[config.mk]
export PLATFORM = sky130hd
export DESIGN_NAME = simplebus_resp_queue
export DESIGN_NICKNAME = d
export VERILOG_FILES = /design/src/rtl/simplebus_pkg.sv /design/src/rtl/simplebus_resp_queue.sv
export SDC_FILE = /design/constraint.sdc
export NUM_CORES = 1
export LEC_CHECK = 0
export ABC_AREA = 1
export CAP_MARGIN = 30
export CORE_UTILIZATION = 49
export CTS_BUF_LIST = sky130_fd_sc_hd__clkbuf_4
export DETAILED_ROUTE_END_ITERATION = 6
export PLACE_DENSITY = 0.83
export SETUP_SLACK_MARGIN = 0.1
export SYNTH_ARGS = -nofsm -noshare
export SYNTH_HDL_FRONTEND = slang
export SYNTH_SLANG_ARGS = --single-unit
[constraint.sdc]
create_clock -name clock -period 5.5 [get_ports clock]
set_input_delay 1.1 -clock clock [delete_from_list [all_inputs] [get_ports clock]]
set_output_delay 1.1 -clock clock [all_outputs]
set_load 0.1 [all_outputs]
[src/rtl/simplebus_pkg.sv]
// Shared encodings and entry layout for the SimpleBus response model.
// Address is stored zero-extended to a fixed maximum width.
package simplebus_pkg;

    localparam logic [3:0] CMD_READ      = 4'b0000;
    localparam logic [3:0] CMD_WRITE     = 4'b0001;
    localparam logic [3:0] CMD_WRITERESP = 4'b0101;
    localparam logic [3:0] CMD_READLAST  = 4'b0110;

    localparam logic [2:0] SIZE_MAX = 3'd3;
    localparam int ADDR_MAX_W = 64;

    typedef struct packed {
        logic                  is_write;
        logic [ADDR_MAX_W-1:0] addr;
    } entry_t;

    function automatic logic misaligned(
        input logic [2:0] lo,
        input logic [2:0] size
    );
        logic bad;
        bad = 1'b0;
        case (size)
            3'd1:    bad = lo[0];
            3'd2:    bad = |lo[1:0];
            3'd3:    bad = |lo;
            default: bad = 1'b0;
        endcase
        return bad;
    endfunction

endpackage

[src/rtl/simplebus_resp_queue.sv]
// One SimpleBus channel: request FIFO with per-entry ageing,
// response data latch and a sticky protocol checker.
module simplebus_resp_queue
    import simplebus_pkg::*;
#(
    parameter int AW      = 32,
    parameter int DW      = 64,
    parameter int DEPTH   = 4,
    parameter int LATENCY = 2,
    localparam int CW     = $clog2(DEPTH + 1),
    localparam int PW     = $clog2(DEPTH),
    localparam int MW     = DW / 16,
    localparam int WW     = DW / 2
) (
    input  logic          clock,
    input  logic          reset,
    input  logic          stall,
    input  logic [DW-1:0] rdata_in,
    input  logic          req_valid,
    output logic          req_ready,
    input  logic [AW-1:0] req_addr,
    input  logic [2:0]    req_size,
    input  logic [3:0]    req_cmd,
    input  logic [MW-1:0] req_wmask,
    input  logic [WW-1:0] req_wdata,
    output logic          resp_valid,
    input  logic          resp_ready,
    output logic [3:0]    resp_cmd,
    output logic [DW-1:0] resp_rdata,
    output logic [CW-1:0] outstanding,
    output logic          proto_err
);

    localparam logic [CW-1:0] FULL_CNT = CW'(DEPTH);
    localparam logic [3:0]    LAT      = 4'(LATENCY);

    entry_t        mem [DEPTH];
    logic [3:0]    age [DEPTH];
    logic [PW-1:0] wptr;
    logic [PW-1:0] rptr;
    logic [CW-1:0] count;
    logic          held;
    logic [DW-1:0] rdata_q;

    logic          push;
    logic          pop;
    logic          full;
    entry_t        head;
    entry_t        new_entry;
    logic [DW-1:0] live;

    assign full      = (count == FULL_CNT);
    assign req_ready = reset && !full && !stall;
    assign push      = req_valid && req_ready;
    assign pop       = resp_valid && resp_ready;
    assign head      = mem[rptr];
    assign new_entry = '{is_write: (req_cmd == CMD_WRITE),
                         addr:     ADDR_MAX_W'(req_addr)};

    assign outstanding = count;
    assign resp_valid  = (count != '0) && (age[rptr] == LAT);
    assign live        = head.is_write ? '0 : rdata_in;

    // First eligible cycle shows live data; later cycles show the latch.
    always_comb begin
        resp_rdata = '0;
        resp_cmd   = 4'b0000;
        if (resp_valid) begin
            resp_rdata = held ? rdata_q : live;
            resp_cmd   = head.is_write ? CMD_WRITERESP : CMD_READLAST;
        end
    end

    always_ff @(posedge clock or negedge reset) begin
        if (!reset) begin
            wptr    <= '0;
            rptr    <= '0;
            count   <= '0;
            held    <= 1'b0;
            rdata_q <= '0;
            for (int i = 0; i < DEPTH; i++) begin
                mem[i] <= '0;
                age[i] <= '0;
            end
        end else begin
            for (int i = 0; i < DEPTH; i++) begin
                if (age[i] != LAT) age[i] <= age[i] + 4'd1;
            end
            if (push) begin
                mem[wptr] <= new_entry;
                age[wptr] <= '0;
                wptr      <= wptr + 1'b1;
            end
            if (pop) rptr <= rptr + 1'b1;
            case ({push, pop})
                2'b10:   count <= count + 1'b1;
                2'b01:   count <= count - 1'b1;
                default: count <= count;
            endcase
            if (pop) begin
                held <= 1'b0;
            end else if (resp_valid && !held) begin
                held    <= 1'b1;
                rdata_q <= live;
            end
        end
    end

    logic          pend;
    logic [AW-1:0] prev_addr;
    logic [3:0]    prev_cmd;
    logic [2:0]    prev_size;
    logic          req_bad;
    logic          unstable;

    always_comb begin
        req_bad = 1'b0;
        if (req_cmd != CMD_READ && req_cmd != CMD_WRITE) req_bad = 1'b1;
        if (req_size > SIZE_MAX) req_bad = 1'b1;
        if (misaligned(req_addr[2:0], req_size)) req_bad = 1'b1;
        if (req_cmd == CMD_WRITE && req_wmask == '0) req_bad = 1'b1;
    end

    // A request left waiting must stay asserted with unchanged fields.
    assign unstable = pend && (!req_valid || req_addr != prev_addr ||
                               req_cmd != prev_cmd || req_size != prev_size);

    always_ff @(posedge clock or negedge reset) begin
        if (!reset) begin
            pend      <= 1'b0;
            prev_addr <= '0;
            prev_cmd  <= '0;
            prev_size <= '0;
            proto_err <= 1'b0;
        end else begin
            pend      <= req_valid && !req_ready;
            prev_addr <= req_addr;
            prev_cmd  <= req_cmd;
            prev_size <= req_size;
            if ((push && req_bad) || unstable) proto_err <= 1'b1;
        end
    end

endmodule

After elaboration in Yosys (flattened, before gate mapping)
Cells that the tools add are included.
{"block": "totals", "input_bits": 144, "out_inout_bits": 74, "ff_bits": 389}
{"block": "classes", "add_sub_neg": 8, "n_eq_ne": 16, "magnitude_cmp": 4, "n_bitwise": 5, "muxes": 29, "n_reduce_logical": 29}
{"cell": "260-bit bitwise mux", "count": 1}
{"cell": "65-bit 2-to-1 mux", "count": 3}
{"cell": "64-bit 2-to-1 mux", "count": 3}
{"cell": "65-bit binary-select mux with 2-bit select", "count": 1}
{"cell": "65-bit demux with 2-bit select", "count": 1}
{"cell": "32-bit inequality test", "count": 1}
{"cell": "4-bit 2-to-1 mux", "count": 7}
{"cell": "4-bit by 1-bit adder with 4-bit output (second input constant)", "count": 4}
{"cell": "16-bit AND", "count": 1}
{"cell": "16-bit 2-to-1 mux", "count": 1}
{"cell": "4-bit by 2-bit inequality test with 1-bit output (second input constant)", "count": 4}
{"cell": "16-bit NOT", "count": 1}
{"cell": "1-bit logical AND", "count": 12}
{"cell": "4-bit binary-select mux with 2-bit select", "count": 1}
{"cell": "4-bit demux with 2-bit select", "count": 1}
{"cell": "3-bit by 2-bit == test with 1-bit output (second input constant)", "count": 2}
{"cell": "3-bit greater-or-equal comparator (second input constant)", "count": 2}
{"cell": "1-bit 2-to-1 mux", "count": 6}
{"cell": "2-bit NOT with 3-bit output", "count": 2}
{"cell": "3-bit case mux with 2 select lines", "count": 1}
{"cell": "1-bit zero test", "count": 5}
{"cell": "2-bit by 1-bit adder with 2-bit output (second input constant)", "count": 2}
{"cell": "4-bit by 1-bit == test with 1-bit output (second input constant)", "count": 1}
{"cell": "4-bit by 2-bit == test with 1-bit output (second input constant)", "count": 1}
{"cell": "other kinds (23)", "count": 27}

Longest topological paths before layout
{"block": "logic_depth", "word_depth": 9, "ltp_mapped": 13, "mapped_depth_nobuf": 12}

Worst setup path before layout
OpenSTA, ideal clock, no wires.
{"block": "synth_timing", "kind": "register -> output", "startpoint": "register count[0] (netlist: outstanding[0])", "endpoint": "output port resp_rdata[0]", "stages_incl_launch_ff": 7, "t_arrival_ps": 3201, "setup_slack_ps": 1199, "required_time_ps": 4400, "path_cell_list": "dfrtp_1 > inv_1 > nand3_1 > nand3_2 > buf_2 > buf_2 > a21oi_1"}
{"block": "synth_between", "elab_chain_len": 3}
{"item": "from (decl)", "line_no": "simplebus_resp_queue.sv:41", "text": "logic [CW-1:0] count;"}
{"item": "from (signal assigned)", "line_no": "simplebus_resp_queue.sv:96", "text": "2'b10: count <= count + 1'b1;"}
{"item": "from (signal assigned)", "line_no": "simplebus_resp_queue.sv:97", "text": "2'b01: count <= count - 1'b1;"}
{"item": "from (signal assigned)", "line_no": "simplebus_resp_queue.sv:98", "text": "default: count <= count;"}
{"item": "3-bit nonzero test", "line_no": "simplebus_resp_queue.sv:61", "text": "assign resp_valid = (count != '0) && (age[rptr] == LAT);"}
{"item": "1-bit logical AND", "line_no": "simplebus_resp_queue.sv:61"}
{"item": "64-bit 2-to-1 mux", "line_no": "simplebus_resp_queue.sv:68", "text": "if (resp_valid) begin"}
{"item": "to (decl)", "line_no": "simplebus_resp_queue.sv:29", "text": "output logic [DW-1:0] resp_rdata,"}
Every way passes these cells.

Worst setup path in the final report
{"block": "layout_timing", "startpoint": "register rptr[0]", "endpoint": "output port resp_cmd[0]"}
{"block": "layout_between", "elab_chain_len": 7, "elab_cells_between_ends": 11, "cone_classes": "1 x eq/ne; 8 x mux; 1 x bitwise; 1 x reduce/logical"}
{"item": "from (decl)", "line_no": "simplebus_resp_queue.sv:40", "text": "logic [PW-1:0] rptr;"}
{"item": "from (signal assigned)", "line_no": "simplebus_resp_queue.sv:94", "text": "if (pop) rptr <= rptr + 1'b1;"}
{"item": "2-bit NOT with 3-bit output (implied by the code) (*)", "line_no": "simplebus_resp_queue.sv:56, simplebus_resp_queue.sv:61"}
{"item": "4-bit binary-select mux with 2-bit select", "line_no": "simplebus_resp_queue.sv:61"}
{"item": "4-bit 2-to-1 mux (implied by the code) (2 in series)", "line_no": "simplebus_resp_queue.sv:61"}
{"item": "4-bit by 2-bit == test with 1-bit output", "line_no": "simplebus_resp_queue.sv:61"}
{"item": "1-bit logical AND", "line_no": "simplebus_resp_queue.sv:61"}
{"item": "3-bit 2-to-1 mux (*)", "line_no": "simplebus_resp_queue.sv:68"}
{"item": "to (decl)", "line_no": "simplebus_resp_queue.sv:28", "text": "output logic [3:0] resp_cmd,"}
Mark *: on every way between the ends. The rest lies on a longest branch, timed or not. The select of a mux whose other input is x is not followed.

==> impl_metrics.tcl <==
set metrics [dict create \
    outcome "complete, no violations" \
    drc_errors 0 \
    whs_ns 0.4597 \
    p_leak_nw 4.491 \
    place_hpwl_um 11370 \
    final-seq-area_mm2 0.003329 \
    synth_mux_area_share_pct 0 \
    ys_types 27 \
    worstSetupPathType "reg2out" \
    rsz0062_at_grt "no" \
    hp-class "reg2reg" \
    ir_drop_mv 0.6968 \
    relSlewSlack_pct 30.55 \
    die_w_um 123.3 \
    place_ws_ns 1.689 \
    synth-compound-area-share_pct 13.87 \
    tns_ns 0 \
    power_frac_comb_pct 62.1 \
    worstMarginPinSlew_ns 1.038 \
    core_mm2 0.01410 \
    cts_tree "yes" \
    portBuffers 184 \
    cts_sinks 133 \
    synth_top_area_cell "dfrtp_1" \
    power_density_mw_per_mm2 630.2 \
    synthXorXnorAreaFrac_pct 3.156 \
    cts_resized 0 \
    die_area_mm2 0.01521 \
    period_share_pct 79.74 \
    clk_path_buf_depth 2 \
    endpoint_kind "output port" \
    synth_area_leaders "dfrtp_1 (46%), nand2_1 (15%), o21ai_2 (7.8%)" \
    p_clk_share_pct 11.8 \
    seqPwrFrac_pct 26.0 \
    syn_nets 1052 \
    grt_max_degree 129 \
    drtAntennaViolNets 0 \
    netSwitchingPower_w 0.003273 \
    syn_area_mm2 0.007214 \
    setup_violations 0 \
    ys_warn_count 0 \
    worst_ep_arrival_time_ns 3.29 \
    ys_seq_area_share_pct 46.13 \
    synth-simple-area-share_pct 24.94 \
    fin_crit_ns 4.386 \
    drtPass1Iterations 5 \
    crit_required_ns 4.40 \
    clockRootBuffer "clkbuf_4" \
    drive_above_1_share_pct 18.14 \
    totalWireLength_um 17290 \
    worstSkewPairLatency_ns 0.55 \
    htreeDepth 4 \
    synthAdderAreaFrac_pct 2.532 \
    antenna_found_initial 1 \
    netlist.area_leader.share_pct 46.13 \
    via_count 6280 \
    grt_use_total_pct 23.51 \
    multiInputGateArea_mm2 0.003236 \
    start_util_pct 51.18 \
    maxSlewViolCount 0 \
    avgSynthCellArea_um2 8.070 \
    fin_nets 1209 \
    cts_setup_buffers 0 \
    final.setup.worst_slack_ns 1.114 \
    place_congestion 0.8106 \
    ys_ff_latch 133 \
    skew_ns 0.01202 \
    critPathMaxFanout 54 \
    drt_iter0_markers 569 \
    hold_viol 0 \
    synth_cells 894 \
    internal_power_w 0.002489 \
    first_global_vias 5714 \
    synth_top_family_by_area "simple AND/OR/NAND/NOR gates" \
    die_y_um 123.3 \
    via_per_inst 5.044 \
    gr-total-overflow 0 \
    path_clk_slew_ns 0.11 \
    switching_share_pct 56.80 \
    grt_first_pass_wirelength_um 27700 \
    syn_to_final_growth_pct 26.74 \
    hold_buffers 0 \
    rows 43 \
    max_freq_mhz 228.0 \
    cts_buffers 17 \
    placed_cells 1211 \
    io_pins 218 \
    layoutNonFillerInstCount 1245 \
    fillers 1210 \
    avgRoutedWirePerCell_um 13.88 \
    start_kind "flop" \
    drv_cap 0 \
]
-- cell usage after synthesis --
library cell  count
a21oi_1          72
inv_2             2
xor2_1           14
conb_1            1
ha_1             13
buf_2            16
or2_2             7
nand4_1          10
fa_1              1
clkbuf_1         13
nand3_2           2
nand3_1          76
o22ai_1           1
buf_1             3
inv_4             1
nor2_1           38
nand2_1         287
xnor2_1          12
o21ai_0          13
dfrtp_1         133
inv_1            82
nand2_2          10
o2111ai_1         1
buf_4             4
buf_6            16
o21ai_2          64
nor3_1            2
-- stage by stage --
stage	total power (W)	cell area, um2	utilization (%)
global placement	0.005033	8822	62.59
floorplan	0.004403	7214	-
global route	0.006126	9144	64.87
detailed placement	0.005095	8822	62.59
CTS	0.005789	9114	64.65
finish	0.005762	9144	64.87
-- area by class of cell --
class                           instances  share of cell area (%)
Clock inverter                         11                   1.464
Multi-Input combinational cell        624                   35.39
Clock buffer                           21                   1.724
Inverter                               85                   3.517
Sequential cell                       133                   36.41
Antenna cell                            1                 0.02737
Timing Repair Buffer                  190                   19.01
Tap cell                              180                   2.463
-- cells by family (layout without fill, tap and decap cells) --
family,Yosys count,in the layout
fa+ha+maj,14,14
simple gates,432,432
xor+xnor,26,26
other cells,1,2
compound gates,151,151
buf+inv,137,307
flops,133,133
-- flip-flops by register name (all words and copies together), names as in the netlist --
register and flops:
prev_cmd 4, outstanding 3, age 16, prev_addr 32, proto_err 1, rdata_q 64
held 1, prev_size 3, mem 4, rptr 2, wptr 2, pend 1
-- per-layer routing --
metal / wire (um) / global-route usage (%) / share of wire [%]
met5: 0 / 0 / 0
met4: 370 / 8.810 / 2.1
met3: 964 / 5.581 / 5.6
met2: 8345 / 38.16 / 48
met1: 7605 / 30.48 / 44
-- final timing paths --
path | startpoint | to | slack, ns | depth (start not counted)
worst max register to register | rptr[0] | rdata_q[52] | 2.76 | 10
worst min-delay path | pend | proto_err | 0.46 | 2
worst max-delay path | rptr[0] | resp_cmd[0] | 1.11 | 4
worst min register to register | pend | proto_err | 0.46 | 2
max in group asynchronous | reset | rdata_q[20] | 3.70 | 2
min in group asynchronous | reset | prev_addr[19] | 0.55 | 1
-- layout by cell type (no fill, tap or decap), types with 4 or more instances in the layout --
master / synthesis / layout
nand4_1: 10 / 10
a21oi_1: 72 / 72
nand2_1: 287 / 286
nand3_1: 76 / 76
clkinv_2: 0 / 4
inv_1: 82 / 82
xnor2_1: 12 / 12
clkdlybuf4s50_1: 0 / 115
dfrtp_1: 133 / 132
nor2_1: 38 / 38
xor2_1: 14 / 14
o21ai_2: 64 / 64
buf_4: 4 / 73
ha_1: 13 / 13
nand2_2: 10 / 9
clkbuf_4: 0 / 21
o21ai_0: 13 / 13
or2_2: 7 / 7
-- critical path: stages, from the launching register on --
cell and delay [ns]:
dfrtp_1 0.50, o21ai_0 0.41, nand2_4 0.42, nor2_1 0.21
clkdlybuf4s50_1 1.19
-- power by group through the flow --
| stage | Sequential (W) | Combinational, W | Clock [W] |
|---|---|---|---|
| 2_1_floorplan | 0.00155 | 0.00285 | 0 |
| 3_3_place_gp | 0.00150 | 0.00353 | 0 |
| 3_5_place_dp | 0.00152 | 0.00358 | 0 |
| 4_1_cts | 0.00150 | 0.00359 | 0.000702 |
| 5_1_grt | 0.00154 | 0.00383 | 0.000748 |
| 6_report | 0.00150 | 0.00358 | 0.000683 |
No activity file was read; power rests on OpenSTA's default activity.
